$ cat src/rtl/npu_label_select.sv
// npu_label_select: turns the per-inference NPU class-score stream into a
// frame-stable 4-bit label selector for the overlay.
// An argmax with a confidence threshold, a PERSIST-deep debounce, frame-start
// gated commit, and a stall timeout that blanks the label.
module npu_label_select #(
    parameter int NUM_CLASSES    = 12,
    parameter int SCORE_W        = 16,
    parameter int THRESHOLD      = 0,
    parameter int PERSIST        = 3,
    parameter int TIMEOUT_FRAMES = 60,
    parameter bit VS_POL         = 1'b1
) (
    input  logic                      clk_i,
    input  logic                      rst_i,
    input  logic                      vs_i,
    input  logic                      score_valid_i,
    output logic                      score_ready_o,
    input  logic signed [SCORE_W-1:0] score_data_i,
    input  logic                      score_last_i,
    output logic [3:0]                text_option_o,
    output logic [3:0]                cand_code_o,
    output logic                      infer_err_o
);

    localparam int CNT_W = $clog2(NUM_CLASSES + 1);
    localparam logic [CNT_W-1:0]          LAST_IDX  = CNT_W'(NUM_CLASSES - 1);
    localparam logic [CNT_W-1:0]          NUM_CNT   = CNT_W'(NUM_CLASSES);
    localparam logic signed [SCORE_W-1:0] THRESH_S  = SCORE_W'(THRESHOLD);
    localparam logic signed [SCORE_W-1:0] SCORE_MIN = {1'b1, {(SCORE_W-1){1'b0}}};
    localparam logic [3:0]                PERSIST_C = 4'(PERSIST);
    localparam logic [7:0]                TIMEOUT_C = 8'(TIMEOUT_FRAMES);

    typedef enum logic {
        ACCUM  = 1'b0,
        DECIDE = 1'b1
    } state_t;

    state_t                      state_q;
    logic                        ready_q;
    logic [CNT_W-1:0]            beat_cnt_q;
    logic signed [SCORE_W-1:0]   best_score_q;
    logic [3:0]                  best_code_q;
    logic                        drop_q;
    logic                        err_q;

    logic                        vs_q, vs_q2;
    logic [3:0]                  cand_q, cand_d;
    logic [3:0]                  persist_q, persist_d;
    logic [3:0]                  pending_q, pending_d;
    logic [7:0]                  frames_q, frames_d;
    logic [3:0]                  text_q, text_d;

    logic                        beat_acc;
    logic                        frame_start;
    logic                        is_decide;
    logic [3:0]                  decision;
    logic [7:0]                  frames_inc;

    assign beat_acc    = score_valid_i && ready_q;
    assign frame_start = (vs_q == VS_POL) && (vs_q2 != VS_POL);
    assign is_decide   = (state_q == DECIDE);

    // Inference accumulator FSM: argmax tracking, framing checks, discard of malformed bursts.
    always_ff @(posedge clk_i or posedge rst_i) begin
        if (rst_i) begin
            state_q      <= ACCUM;
            ready_q      <= 1'b0;
            beat_cnt_q   <= '0;
            best_score_q <= SCORE_MIN;
            best_code_q  <= '0;
            drop_q       <= 1'b0;
            err_q        <= 1'b0;
        end else begin
            err_q <= 1'b0;
            case (state_q)
                ACCUM: begin
                    ready_q <= 1'b1;
                    if (beat_acc) begin
                        if (drop_q) begin
                            // Tail of a discarded burst: swallow beats until its last.
                            if (score_last_i) begin
                                drop_q <= 1'b0;
                            end
                        end else if (score_last_i && (beat_cnt_q == LAST_IDX)) begin
                            if (score_data_i > best_score_q) begin
                                best_score_q <= score_data_i;
                                best_code_q  <= 4'(beat_cnt_q) + 4'd1;
                            end
                            beat_cnt_q <= beat_cnt_q + 1'b1;
                            state_q    <= DECIDE;
                            ready_q    <= 1'b0;
                        end else if (score_last_i || (beat_cnt_q >= NUM_CNT)) begin
                            err_q        <= 1'b1;
                            beat_cnt_q   <= '0;
                            best_score_q <= SCORE_MIN;
                            best_code_q  <= '0;
                            drop_q       <= !score_last_i;
                        end else begin
                            if (score_data_i > best_score_q) begin
                                best_score_q <= score_data_i;
                                best_code_q  <= 4'(beat_cnt_q) + 4'd1;
                            end
                            beat_cnt_q <= beat_cnt_q + 1'b1;
                        end
                    end
                end
                DECIDE: begin
                    beat_cnt_q   <= '0;
                    best_score_q <= SCORE_MIN;
                    best_code_q  <= '0;
                    state_q      <= ACCUM;
                    ready_q      <= 1'b1;
                end
                default: begin
                    state_q <= ACCUM;
                    ready_q <= 1'b0;
                end
            endcase
        end
    end

    // Debounce, commit and frame-start update; a DECIDE in the same cycle as a
    // frame start is folded in first so the new code lands on that very frame.
    always_comb begin
        decision   = (best_score_q > THRESH_S) ? best_code_q : 4'd0;
        frames_inc = (frames_q == 8'hFF) ? 8'hFF : frames_q + 8'd1;
        cand_d     = cand_q;
        persist_d  = persist_q;
        pending_d  = pending_q;
        frames_d   = frames_q;
        text_d     = text_q;
        if (is_decide) begin
            if (decision == cand_q) begin
                persist_d = (persist_q >= PERSIST_C) ? PERSIST_C : persist_q + 4'd1;
            end else begin
                cand_d    = decision;
                persist_d = 4'd1;
            end
            if (persist_d == PERSIST_C) begin
                pending_d = cand_d;
            end
        end
        if (frame_start) begin
            frames_d = frames_inc;
            text_d   = pending_d;
            // A fresh decision this cycle proves the NPU is alive, so no blanking.
            if (!is_decide && (frames_inc >= TIMEOUT_C)) begin
                pending_d = 4'd0;
                text_d    = 4'd0;
                cand_d    = 4'd0;
                persist_d = 4'd0;
            end
        end
        if (is_decide) begin
            frames_d = 8'd0;
        end
    end

    // Selector state registers and the vs edge-detect pipeline.
    always_ff @(posedge clk_i or posedge rst_i) begin
        if (rst_i) begin
            vs_q      <= 1'b0;
            vs_q2     <= 1'b0;
            cand_q    <= '0;
            persist_q <= '0;
            pending_q <= '0;
            frames_q  <= '0;
            text_q    <= '0;
        end else begin
            vs_q      <= vs_i;
            vs_q2     <= vs_q;
            cand_q    <= cand_d;
            persist_q <= persist_d;
            pending_q <= pending_d;
            frames_q  <= frames_d;
            text_q    <= text_d;
        end
    end

    assign score_ready_o = ready_q;
    assign text_option_o = text_q;
    assign cand_code_o   = cand_q;
    assign infer_err_o   = err_q;

endmodule

$ cat config.mk
export PLATFORM = sky130hd
export DESIGN_NAME = npu_label_select
export DESIGN_NICKNAME = d
export VERILOG_FILES = /design/src/rtl/npu_label_select.sv
export SDC_FILE = /design/constraint.sdc
export NUM_CORES = 1
export LEC_CHECK = 0
export BUFFER_PORTS_ARGS = -buffer_cell sky130_fd_sc_hd__buf_2
export CAP_MARGIN = 20
export CELL_PAD_IN_SITES_DETAIL_PLACEMENT = 1
export CELL_PAD_IN_SITES_GLOBAL_PLACEMENT = 1
export CORE_ASPECT_RATIO = 2
export CORE_MARGIN = 1
export CORE_UTILIZATION = 51
export CTS_BUF_LIST = sky130_fd_sc_hd__clkbuf_4
export CTS_CLUSTER_SIZE = 10
export DETAILED_ROUTE_END_ITERATION = 8
export PLACE_DENSITY_LB_ADDON = 0.2
export SYNTH_ARGS = -nofsm -noshare
export SYNTH_HDL_FRONTEND = slang
export SYNTH_SLANG_ARGS = --single-unit
$ cat constraint.sdc
create_clock -name clk_i -period 7.5 [get_ports clk_i]
set_input_delay 0.75 -clock clk_i [delete_from_list [all_inputs] [get_ports clk_i]]
set_output_delay 0.75 -clock clk_i [all_outputs]
set_load 0.02 [all_outputs]
==> results.yml <==
drt:
  drtIter0Drc: 71
  viasPerCell: 5.86
  ant_nets: 0
  drt-met1-wl_mm: 3.16
  vias: 2773
  drcViolationCount: 0
  wl_per_cell_um: 17.7
  firstDrtPassIters: 4
  highest_layer: "met4"
  wl_met3_um: 134
  drt_wl_total_mm: 8.38
  route.met2.wl_mm: 4.92
floorplan:
  core-area_um2: 6060
  ios: 31
  fp.dieW_um: 58.4
  start_util: 0.536
  die_h_um: 115
  dieArea_um2: 6700
  rows: 40
critical_path:
  r2r_start: "best_score_q[12]"
  crit_fanout: 21
  critPathArrivalTime_ns: 3.81
  worst_setup_path_start_kind: "flop"
  worstPathRequired_ns: 7.81
  worstSetupPathType: "flop to flop"
  crit_path_end_kind: "flop"
  timing.rr.end: "best_score_q[0]"
  worstRegToRegCells: 8
  r2r_slack_ns: 4.00
placement:
  gp_routability_congestion: 0.758
  port_buffers: 30
  post-dp-hpwl_mm: 6.27
  placed_area_um2: 3480
cts:
  clock_latency_ns: 0.39
  post_cts_buffers: 0
  cts_root_buf: "clkbuf_4"
  clockBufferDepth: 2
  hold_buffers: 0
  cts_tree: "done"
  cts_made_buffers: 5
  cts.sinks: 54
  cts_max_level: 2
  cts_resized: 0
  clkTransAtPathRegs_ns: 0.16
sta:
  period_needed_ns: 3.50
  rsz0062_at_grt: "false"
  tightest_slew_ns: 0.921
  fin_setup_tns_ns: 0
  fmax_mhz: 286
  period_share: 0.467
  fin_skew_ns: 0.0126
  maxSlewHeadroom: 0.386
  hold_viol: 0
  slew_viol_final: 0
  setup_violations: 0
  hold_ws_ns: 0.427
yosys:
  synth_top_area_share: 0.409
  synth.distinct_cells: 46
  synth_most_common_cell: "nand2_1"
  synth-edff-count: 0
  syn_inst: 362
  synth_area_leaders: "dfrtp_1 41%, ha_1 7.3%, nand2_1 7.2%"
  yosysWarnings: 0
  yosysTopAreaCell: "dfrtp_1"
  synth_nets: 402
  netlist_area_um2: 3240
  yosysSeqAreaShare: 0.417
  ys.flop_type: "dfrtp_1"
  ys_top_cells_by_count: "62 x nand2_1, 53 x dfrtp_1, 39 x nor2_1"
  synth-async-reset-ratio: 1.00
  synth_area_per_cell_um2: 8.96
  ys_ff_latch: 54
pwr:
  p_sw_frac: 0.352
  p_clk_frac: 0.227
  switchingPower_mw: 0.262
  internal-power_mw: 0.483
  power_density_nw_per_um2: 208
  power_frac_seq: 0.504
  p_leak_nw: 1.56
  combPwrFrac: 0.269
  vdd_drop_max_mv: 0.0918
global_routing:
  grt_overflow_total: 0
  antenna_found_initial: 0
  grt_first_pass_wirelength_mm: 13.8
  grt_max_degree: 55
  grt_pass1_vias: 2905
  grt_usage: 0.275
cells_and_area:
  area_delta_synth_final_pct: 10.4
  layout.nets: 428
  fin_util: 0.591
  antennaDiodeCount: 0
  design_area_um2: 3580
  drive_gt1_frac: 0.149
worst_hold_path:
  hold-path-endpoint: "vs_q2"
  hold_class: "flop to flop"
  worstHoldPathCells: 0
  worstHoldStart: "vs_q"
status:
  status: "finished clean"
run:
  cap_violations: 0
## power by group through the flow
stage / combinational [mW] / clock [mW] / sequential [mW]
after detailed placement: 0.200 / 0 / 0.381
after CTS: 0.202 / 0.173 / 0.376
after global placement: 0.191 / 0 / 0.378
after global routing: 0.225 / 0.182 / 0.382
after floorplan: 0.139 / 0 / 0.375
final: 0.200 / 0.169 / 0.376
## how the worst max path moves through the flow
stage,start,endpoint,slack (ns),depth (start not counted)
after floorplan,score_data_i[12],best_score_q[15],4.71,8
after global placement,score_data_i[12],best_score_q[15],3.70,8
after detailed placement,score_data_i[12],best_score_q[15],3.64,8
after CTS,best_score_q[12],best_score_q[0],3.96,8
after global routing,best_score_q[12],best_score_q[4],3.77,8
final,best_score_q[12],best_score_q[0],4.00,8
## state kept, by name, indices dropped and copies added, names as in the netlist
register and count:
is_decide 1, frames_q 8, best_score_q 16, vs_q2 1
score_ready_o 1, infer_err_o 1, text_option_o 4, pending_q 4
vs_q 1, drop_q 1, best_code_q 4, beat_cnt_q 4
persist_q 4, cand_code_o 4
## cell type report
class                   instances  area, µm²
clock buffers                   6       45.0
clock inverters                 2       37.5
fillers                       748       2470
inverters                      21       78.8
multi-input cells             269       1750
flip-flops and latches         54       1350
well taps                      84        105
repair buffers                 37        209
## metrics by stage
step	power, mW	std cells	setup WS [ns]
after detailed placement	0.582	464	3.64
after floorplan	0.514	362	4.71
after global placement	0.569	464	3.70
final	0.745	473	4.00
after global routing	0.788	473	3.77
after CTS	0.751	472	3.96
## cells by family (layout without fill, tap and decap cells)
kind of cell / Yosys count / in the layout / share of synthesized area
flops: 54 / 54 / 0.417
xor+xnor: 6 / 6 / 0.0162
buf+inv: 39 / 66 / 0.0451
compound gates: 68 / 68 / 0.159
simple gates: 167 / 167 / 0.261
mux: 9 / 9 / 0.0278
fa+ha+maj: 19 / 19 / 0.0733
## routing by layer
metal,track usage,vias to the layer above
met5,0,-
met3,0.0337,15
met1,0.285,1369
met2,0.543,41
li1,-,1348
met4,0.0984,0
## placed cells by master (no fill, tap or decap), drive strengths merged, types with 2 or more instances in the layout
cell and count:
xnor2 3, a41oi 2, o211ai 21, inv 21
and4 2, ha 19, nor2b 4, dfrtp 53
nand2b 4, nand3 8, a211oi 9, a311oi 3
mux2i 9, buf 36, nor4 6, nand4 8
nand4b 14, clkbuf 7, a22oi 2, nor4bb 2
nor3 4, nor3b 2, nor2 39, xor2 3
and3 4, a21o 6, and2 5, o21ai 6
nand2 62, a21oi 8, a2111oi 2, o31ai 2
## worst max-delay path, cell delays in order (launching register included)
cell,delay (ns)
dfrtp_1,0.46
inv_1,0.07
ha_1,0.30
and4_1,0.21
a2111oi_0,0.53
o31ai_1,0.17
or4_1,0.78
and3_1,0.59
o211ai_1,0.30
(Power assumes the default switching activity.)
